$ cat config.mk
export PLATFORM = sky130hd
export DESIGN_NAME = mem_rmw_ctrl_flat
export DESIGN_NICKNAME = d
export VERILOG_FILES = /design/src/rtl/mem_rmw_ctrl_pkg.sv /design/src/rtl/mem_rmw_ctrl_if.sv /design/src/rtl/mem_load_ext.sv /design/src/rtl/mem_rmw_ctrl.sv /design/src/flat_wrapper.sv
export SDC_FILE = /design/constraint.sdc
export NUM_CORES = 1
export LEC_CHECK = 0
export CAP_MARGIN = 20
export CORE_UTILIZATION = 35
export DETAILED_ROUTE_END_ITERATION = 10
export PLACE_DENSITY = 0.73
export SKIP_CTS_REPAIR_TIMING = 1
export SYNTH_ARGS = -nofsm -noshare
export SYNTH_HDL_FRONTEND = slang
export SYNTH_HIERARCHICAL = 1
export SYNTH_SLANG_ARGS = --single-unit
$ cat constraint.sdc
create_clock -name clk -period 3.6 [get_ports clk]
set_clock_uncertainty 0.05 [all_clocks]
set_input_delay 0.36 -clock clk [delete_from_list [all_inputs] [get_ports clk]]
set_output_delay 0.36 -clock clk [all_outputs]
set_load 0.005 [all_outputs]
$ cat src/rtl/mem_rmw_ctrl_pkg.sv
// Shared core definitions for the load/store sequencer: widths, memory opcodes
// and the sequencer state encoding.
package mem_rmw_ctrl_pkg;

    localparam int CPU_WIDTH    = 32;
    localparam int MEM_OP_WIDTH = 4;

    typedef logic [MEM_OP_WIDTH-1:0] mem_op_t;

    localparam mem_op_t MEM_LB  = 4'd0;
    localparam mem_op_t MEM_LH  = 4'd1;
    localparam mem_op_t MEM_LW  = 4'd2;
    localparam mem_op_t MEM_LBU = 4'd3;
    localparam mem_op_t MEM_LHU = 4'd4;
    localparam mem_op_t MEM_SB  = 4'd5;
    localparam mem_op_t MEM_SH  = 4'd6;
    localparam mem_op_t MEM_SW  = 4'd7;

    typedef enum logic [2:0] {
        ST_IDLE   = 3'd0,
        ST_READ   = 3'd1,
        ST_MERGE  = 3'd2,
        ST_LDRESP = 3'd3,
        ST_WRITE  = 3'd4,
        ST_ERR    = 3'd5
    } state_t;

    // True for encodings outside the opcode set or accesses not naturally aligned.
    function automatic logic access_bad(input mem_op_t op, input logic [1:0] addr_lo);
        case (op)
            MEM_LB, MEM_LBU, MEM_SB: return 1'b0;
            MEM_LH, MEM_LHU, MEM_SH: return addr_lo[0];
            MEM_LW, MEM_SW:          return |addr_lo;
            default:                 return 1'b1;
        endcase
    endfunction

endpackage

$ cat src/rtl/mem_rmw_ctrl_if.sv
// Bus between the execute stage, the load/store sequencer and the data RAM.
interface mem_rmw_ctrl_if #(parameter int RAM_AW = 12);
    import mem_rmw_ctrl_pkg::*;

    logic                 req_valid;
    logic                 req_ready;
    mem_op_t              mem_op;
    logic [CPU_WIDTH-1:0] mem_addr;
    logic [CPU_WIDTH-1:0] reg2_rdata;
    logic                 resp_valid;
    logic [CPU_WIDTH-1:0] load_data;
    logic                 misalign_err;
    logic                 ram_en;
    logic                 ram_we;
    logic [RAM_AW-1:0]    ram_addr;
    logic [CPU_WIDTH-1:0] ram_wdata;
    logic [CPU_WIDTH-1:0] ram_rdata;

    modport master (
        output req_valid, mem_op, mem_addr, reg2_rdata, ram_rdata,
        input  req_ready, resp_valid, load_data, misalign_err,
               ram_en, ram_we, ram_addr, ram_wdata
    );

    modport slave (
        input  req_valid, mem_op, mem_addr, reg2_rdata, ram_rdata,
        output req_ready, resp_valid, load_data, misalign_err,
               ram_en, ram_we, ram_addr, ram_wdata
    );

endinterface

$ cat src/rtl/mem_load_ext.sv
// Selects the addressed byte/half from a RAM word and sign- or zero-extends it.
module mem_load_ext
    import mem_rmw_ctrl_pkg::*;
(
    input  mem_op_t              mem_op,
    input  logic [1:0]           addr_lo,
    input  logic [CPU_WIDTH-1:0] rdata,
    output logic [CPU_WIDTH-1:0] data
);

    logic [7:0]  byte_lane;
    logic [15:0] half_lane;

    always_comb begin
        byte_lane = rdata[{addr_lo, 3'b000} +: 8];
        half_lane = rdata[{addr_lo[1], 4'b0000} +: 16];
        case (mem_op)
            MEM_LB:  data = {{(CPU_WIDTH-8){byte_lane[7]}}, byte_lane};
            MEM_LBU: data = {{(CPU_WIDTH-8){1'b0}}, byte_lane};
            MEM_LH:  data = {{(CPU_WIDTH-16){half_lane[15]}}, half_lane};
            MEM_LHU: data = {{(CPU_WIDTH-16){1'b0}}, half_lane};
            MEM_LW:  data = rdata;
            default: data = '0;
        endcase
    end

endmodule

$ cat src/rtl/mem_rmw_ctrl.sv
// Load/store sequencer in front of a single-port synchronous data RAM; byte and
// half stores are done as read-modify-write of the containing word.
module mem_rmw_ctrl
    import mem_rmw_ctrl_pkg::*;
#(
    parameter int RAM_AW = 12
) (
    input  logic          clk,
    input  logic          rst,
    mem_rmw_ctrl_if.slave bus
);

    state_t               state;
    mem_op_t              op_q;
    logic [CPU_WIDTH-1:0] addr_q;
    logic [CPU_WIDTH-1:0] data_q;
    logic [CPU_WIDTH-1:0] merged;
    logic [CPU_WIDTH-1:0] ext_data;

    always_ff @(posedge clk) begin
        if (rst) begin
            state  <= ST_IDLE;
            op_q   <= '0;
            addr_q <= '0;
            data_q <= '0;
        end else begin
            case (state)
                ST_IDLE: begin
                    if (bus.req_valid) begin
                        op_q   <= bus.mem_op;
                        addr_q <= bus.mem_addr;
                        data_q <= bus.reg2_rdata;
                        if (access_bad(bus.mem_op, bus.mem_addr[1:0]))
                            state <= ST_ERR;
                        else if (bus.mem_op == MEM_SW)
                            state <= ST_WRITE;
                        else
                            state <= ST_READ;
                    end
                end
                ST_READ: begin
                    if (op_q == MEM_SB || op_q == MEM_SH)
                        state <= ST_MERGE;
                    else
                        state <= ST_LDRESP;
                end
                default: state <= ST_IDLE;
            endcase
        end
    end

    mem_load_ext u_load_ext (
        .mem_op  (op_q),
        .addr_lo (addr_q[1:0]),
        .rdata   (bus.ram_rdata),
        .data    (ext_data)
    );

    // The read word arrives in the MERGE cycle itself, so the merge is combinational.
    always_comb begin
        merged = bus.ram_rdata;
        if (op_q == MEM_SB)
            merged[{addr_q[1:0], 3'b000} +: 8] = data_q[7:0];
        else
            merged[{addr_q[1], 4'b0000} +: 16] = data_q[15:0];
    end

    always_comb begin
        bus.req_ready    = (state == ST_IDLE);
        bus.resp_valid   = 1'b0;
        bus.load_data    = '0;
        bus.misalign_err = 1'b0;
        bus.ram_en       = 1'b0;
        bus.ram_we       = 1'b0;
        bus.ram_addr     = '0;
        bus.ram_wdata    = '0;
        case (state)
            ST_READ: begin
                bus.ram_en   = 1'b1;
                bus.ram_addr = addr_q[RAM_AW+1:2];
            end
            ST_MERGE: begin
                bus.ram_en     = 1'b1;
                bus.ram_we     = 1'b1;
                bus.ram_addr   = addr_q[RAM_AW+1:2];
                bus.ram_wdata  = merged;
                bus.resp_valid = 1'b1;
            end
            ST_WRITE: begin
                bus.ram_en     = 1'b1;
                bus.ram_we     = 1'b1;
                bus.ram_addr   = addr_q[RAM_AW+1:2];
                bus.ram_wdata  = data_q;
                bus.resp_valid = 1'b1;
            end
            ST_LDRESP: begin
                bus.resp_valid = 1'b1;
                bus.load_data  = ext_data;
            end
            ST_ERR: begin
                bus.resp_valid   = 1'b1;
                bus.misalign_err = 1'b1;
            end
            default: ;
        endcase
    end

endmodule

$ cat src/flat_wrapper.sv
// flat-port wrapper written by rule: the top's interface ports become plain ports
module mem_rmw_ctrl_flat import mem_rmw_ctrl_pkg::*;
#(
    parameter int RAM_AW = 12
)
  (clk, rst, bus_req_valid, bus_mem_op, bus_mem_addr, bus_reg2_rdata, bus_ram_rdata, bus_req_ready, bus_resp_valid, bus_load_data, bus_misalign_err, bus_ram_en, bus_ram_we, bus_ram_addr, bus_ram_wdata);
  mem_rmw_ctrl_if #(.RAM_AW(RAM_AW)) bus_i ();
  input  logic clk;
  input  logic rst;
  input wire logic [$bits(bus_i.req_valid)-1:0] bus_req_valid;
  input wire logic [$bits(bus_i.mem_op)-1:0] bus_mem_op;
  input wire logic [$bits(bus_i.mem_addr)-1:0] bus_mem_addr;
  input wire logic [$bits(bus_i.reg2_rdata)-1:0] bus_reg2_rdata;
  input wire logic [$bits(bus_i.ram_rdata)-1:0] bus_ram_rdata;
  output wire logic [$bits(bus_i.req_ready)-1:0] bus_req_ready;
  output wire logic [$bits(bus_i.resp_valid)-1:0] bus_resp_valid;
  output wire logic [$bits(bus_i.load_data)-1:0] bus_load_data;
  output wire logic [$bits(bus_i.misalign_err)-1:0] bus_misalign_err;
  output wire logic [$bits(bus_i.ram_en)-1:0] bus_ram_en;
  output wire logic [$bits(bus_i.ram_we)-1:0] bus_ram_we;
  output wire logic [$bits(bus_i.ram_addr)-1:0] bus_ram_addr;
  output wire logic [$bits(bus_i.ram_wdata)-1:0] bus_ram_wdata;
  assign bus_i.req_valid = bus_req_valid;
  assign bus_i.mem_op = bus_mem_op;
  assign bus_i.mem_addr = bus_mem_addr;
  assign bus_i.reg2_rdata = bus_reg2_rdata;
  assign bus_i.ram_rdata = bus_ram_rdata;
  assign bus_req_ready = bus_i.req_ready;
  assign bus_resp_valid = bus_i.resp_valid;
  assign bus_load_data = bus_i.load_data;
  assign bus_misalign_err = bus_i.misalign_err;
  assign bus_ram_en = bus_i.ram_en;
  assign bus_ram_we = bus_i.ram_we;
  assign bus_ram_addr = bus_i.ram_addr;
  assign bus_ram_wdata = bus_i.ram_wdata;
  mem_rmw_ctrl #(.RAM_AW(RAM_AW)) u_core (.clk(clk), .rst(rst), .bus(bus_i));
endmodule
==> After elaboration in Yosys (flattened, before gate mapping) <==
Cells that the tools add are included.
{ "word_totals": {"regBits": 53, "in_bits": 103, "out_inout_bits": 81, "elab_cells": 63} }
{ "classes": {"addsub": 2, "n_eq_ne": 19, "shifts": 6, "muxes": 20, "n_reduce_logical": 12} }
{ "ops": {"columns": ["operator", "n"], "rows": [
  ["32-bit case mux with 5 select lines", 1],
  ["32-bit bitwise mux", 2],
  ["32-bit 2-to-1 mux", 2],
  ["32-bit case mux with 2 select lines", 1],
  ["16-bit by 7-bit variable shift with 32-bit output (first input constant)", 1],
  ["8-bit by 7-bit variable shift with 32-bit output (first input constant)", 1],
  ["16-bit by 7-bit indexed part select with 32-bit output", 1],
  ["32-bit by 6-bit indexed part select with 16-bit output", 1],
  ["32-bit by 6-bit indexed part select with 8-bit output", 1],
  ["8-bit by 7-bit indexed part select with 32-bit output", 1],
  ["4-bit by 3-bit == test with 1-bit output (second input constant)", 7],
  ["4-bit by 2-bit == test with 1-bit output (second input constant)", 4],
  ["5-bit negator with 7-bit output", 2],
  ["12-bit 2-to-1 mux", 1],
  ["3-bit 2-to-1 mux", 3],
  ["3-bit OR reduction", 3],
  ["4-bit by 1-bit == test with 1-bit output (second input constant)", 2],
  ["4-bit logical NOT", 2],
  ["1-bit 2-to-1 mux", 8],
  ["3-bit by 2-bit == test with 1-bit output (second input constant)", 2],
  ["3-bit == test (second input constant)", 2],
  ["3-bit case mux with 2 select lines", 1],
  ["2-bit OR reduction", 3],
  ["4-bit OR reduction", 1],
  ["other kinds (6)", 6]
]} }

==> Longest topological paths before layout <==
{ "depth": {"ltp_word": 9, "mapped_depth": 7, "mapped_depth_nobuf": 6} }

==> Hierarchy <==
The synthesis kept the hierarchy.
{ "modules_own_cells": {"columns": ["module", "instances", "cells_each", "area_per_inst_um2", "seq_area_each_um2"], "rows": [
  ["mem_rmw_ctrl", 1, 412, 3140.5, 1061.0],
  ["mem_load_ext", 1, 107, 834.6, 0.0]
]} }

==> Least setup slack after synthesis <==
No wires, ideal clock.
{ "synth_timing": {"path_kind": "register -> output", "from": "reg u_core.addr_q[1]", "to": "out bus_ram_wdata[24]", "arrival_time_ns": 1.781, "required_ns": 3.190, "setup_slack_ns": 1.409, "stages_incl_launch_ff": 7, "path_buffers": 1, "cell_sequence": "dfxtp_1 buf_2 inv_1 ha_1 nor4_4 a221oi_1 o21ai_0"} }
{ "synth_between": {"elab_chain_len": 5, "word_cells_on_any_way": 10, "cone_classes": "add/sub (2); shift (4); mux (4)"} }
{ "synth_rtl": {"columns": ["element", "line", "text"], "rows": [
  ["from (decl)", "mem_rmw_ctrl.sv:15", "logic [CPU_WIDTH-1:0] addr_q;"],
  ["from (signal assigned)", "mem_rmw_ctrl.sv:31", "addr_q <= bus.mem_addr;"],
  ["5-bit negator with 7-bit output (on tied branches)", "mem_rmw_ctrl.sv:65, mem_rmw_ctrl.sv:63", null],
  ["16-bit by 7-bit indexed part select with 32-bit output, or another cell as far along", "mem_rmw_ctrl.sv:65", "merged[{addr_q[1], 4'b0000} +: 16] = data_q[15:0];"],
  ["32-bit bitwise mux (on tied branches)", "mem_rmw_ctrl.sv:65, mem_rmw_ctrl.sv:63", null],
  ["32-bit 2-to-1 mux *", "mem_rmw_ctrl.sv:62", "if (op_q == MEM_SB)"],
  ["32-bit case mux with 2 select lines *", "mem_rmw_ctrl.sv:77", "case (state)"],
  ["to (decl)", "flat_wrapper.sv:22", "output wire logic [$bits(bus_i.ram_wdata)-1:0] bus_ram_wdata;"]
]} }
Every way passes the cells marked *; elsewhere a longest branch is shown, timed or not.

==> Worst setup path after layout <==
{ "layout_timing": {"from": "reg u_core.op_q[2]", "to": "out bus_ram_wdata[20]"} }
{ "layout_between": {"elab_chain_len": 3} }
{ "layout_rtl": {"columns": ["element", "line", "text"], "rows": [
  ["from (decl)", "mem_rmw_ctrl.sv:14", "mem_op_t op_q;"],
  ["from (signal assigned)", "mem_rmw_ctrl.sv:30", "op_q <= bus.mem_op;"],
  ["4-bit by 3-bit == test with 1-bit output", "mem_rmw_ctrl.sv:62", null],
  ["32-bit 2-to-1 mux", "mem_rmw_ctrl.sv:62", null],
  ["32-bit case mux with 2 select lines", "mem_rmw_ctrl.sv:77", null]
]} }
No other way between the ends.

==> summary.md <==
| Metric | Value |
|---|---|
| Wire per inst | between 15 and 20 microns |
| Die H | 109 microns |
| Syn Area/Cell | between 7 and 8 sq um |
| Final hold violations | 0 |
| Routability cong. | between 0.9 and 1 |
| Via count of the first global-routing pass | roughly 4200 |
| Tmin final | between 3 and 4 ns |
| # IOs | between 150 and 200 |
| Rel. slew slack | between 30% and 40% |
| Layout cells sized above 1 | ~8.5% |
| RSZ-0062 raised after global routing | false |
| Std-Cell Rows | 38 |
| Final #Nets | 769 |
| Hpwl dp | ~10000 microns |
| Fmax | about 0.3 GHz |
| Worst Setup End Kind | output pin |
| Total length of routed wires | around 14000 microns |
| CP max FO | 14 |
| Initial Util | approximately 36% |
| Syn Nets | approximately 630 |
| CP Launch Type | flip-flop |
| Synth unique cells | 57 |
| Cell Chain, Critical Path | and4bb_1 > nand3_1 > a21oi_2 > a221o_1 > clkdlybuf4s50_1 |
| Worst hold path type | flip-flop to flip-flop |
| Placed Area | about 5700 sq um |
| Yosys warning total | 6 |
| Max incr delay on CP | roughly 0.65 ns |
| Power per cell area | 314 nW/um^2 |
| First-pass GRT wire length | about 21000 microns |
| Final setup violation count | 0 |
| Post-synth EDFFs | 0 |
| Initial antenna violation count | 0 |
| Util after Layout | between 50% and 60% |
| Final antenna-violating net count | 0 |
| Leak pwr | around 2.1 nW |
| Gr ovfl total | 0 |
| DRC viols | 0 |
| CP arrival | between 2 and 3 ns |
| CTS tree | yes |
| Syn Inst Count | about 520 |
| Final period util | between 90% and 100% |
| Status | completed |
| Layout area overhead | 47.2% |
| First-pass DRT Iterations | 5 |
| Total CTS buffers | 5 |
| H-tree depth | 2 |
| CTS Sinks | between 50 and 60 |
| Design Power | 1.84 mW |
| CORE AREA | between 10000 and 15000 sq um |
| Most frequent cells in the layout | clkdlybuf4s50_1, nand2_1, and2_1 |
| VDD IR-drop max | about 0.00021 V |
| Seq cells post-synth | 53 |
| Fin Hold WS | 0.400 ns |
| CTS root buffer | clkbuf_16 |
| Main flop type after synthesis | dfxtp_1 |
| Fin area | 5850 sq um |
| Number of diodes | 0 |
| Max_cap viols | 0 |
| WS Path Type | flip-flop to output pin |
| Die area | approximately 12000 sq um |
| CTS max path bufs | 2 |
| Most common cell after layout, fill and taps aside | clkdlybuf4s50_1 |
| Critical Path RT | about 3.2 ns |
| Post-Syn Area | 3980 sq um |
| TNS Setup | 0 ns |
| Pin count of the biggest net entering global routing | between 50 and 60 |
| Slew @ Worst Pin | ~0.96 ns |
| Sequential share of the synthesized area | about a quarter |
| Via count | around 4500 |
| Async S/R FF share, synth | 0% |
| # port buffers | 165 |
| Routed vias/inst | approximately 5.6 |
| Final Max Slew Viols | 0 |
| GRT Overall Usage | between 20 and 25% |
| CP max-delay cell | dfxtp_1 |
| Clk slew on worst S/H paths | about 0.07 ns |
| Detailed router's first-iteration violation count | between 300 and 400 |
| Clock Latency Late Sink | 0.29 ns |
| Die Wd | approximately 110 microns |
[sequential cells by signal (all words and copies together), names as in the netlist]
register	cells
u_core/addr_q	14
u_core/data_q	32
u_core/state	3
u_core/op_q	4
[critical path: cells and delay by family (launching register included)]
family	cells	cell delay, ns
flip-flops	1	0.65
AO/OA/AOI/OAI	2	0.62
AND/OR/NAND/NOR	2	0.75
buffers and inverters	1	0.54
[power breakdown]
| part | internal (mW) | switching, mW | total [mW] |
|---|---|---|---|
| clock network | 0.348 | 0.209 | 0.557 |
| logic | 0.301 | 0.293 | 0.593 |
| registers | 0.634 | 0.0526 | 0.686 |
[final cells by class]
type | instances | area, sq um
Timing Repair Buffer | 175 | 1730
Fill cell | 1038 | 5080
Inverter | 5 | 18.8
Multi-Input combinational cell | 421 | 2690
Tap cell | 140 | 175
Clock buffer | 7 | 143
Sequential cell | 53 | 1060
Clock inverter | 1 | 30.0
[cell usage after synthesis (4+ instances only)]
library cell,number,area share (%)
nand4_1,6,0.94
mux2i_1,8,2.0
nand2_1,133,13
nor3b_1,4,0.76
ha_1,5,1.6
clkbuf_1,21,2.0
buf_2,12,1.5
and2_1,61,9.6
inv_1,4,0.38
mux2_2,17,4.8
a221o_1,25,6.3
a21oi_1,53,6.7
buf_6,4,1.1
a221oi_1,8,1.8
o211ai_1,6,1.1
a22o_1,8,1.8
dfxtp_1,53,27
o21ai_0,34,4.3
[metal layers]
metal | global-route usage (%) | up-vias | part of all wire (%)
met5 | 0 | - | 0
met4 | 7.92 | 0 | 2.1
met3 | 2.11 | 20 | 7.1
met2 | 37.1 | 202 | 47
met1 | 30.9 | 2119 | 44
li1 | - | 2118 | -
[stage by stage]
step,instances,worst slack (ns)
floorplan,519,1.41
finish,802,0.335
global route,802,0.182
global placement,794,0.642
CTS,802,0.358
detailed placement,794,0.577
[final timing paths]
path / from / end / slack [ns] / cells after the start
worst min-delay path: u_core/addr_q[11] / u_core/addr_q[11] / 0.40 / 2
worst max-delay path: u_core/op_q[2] / bus_ram_wdata[20] / 0.34 / 5
worst min register to register: u_core/addr_q[11] / u_core/addr_q[11] / 0.40 / 2
worst max register to register: u_core/state[0] / u_core/data_q[24] / 1.53 / 5
[cells by family after synthesis]
kind of cell	share of synthesized area (%)
AOI/OAI and AO/OA	24.8
xor gates and xnor gates	0.881
adders and majority gates	1.57
buffers and inverters	5.67
DFF	26.7
muxes	8.62
and+or+nand+nor	31.8
(Power assumes the default switching activity.)
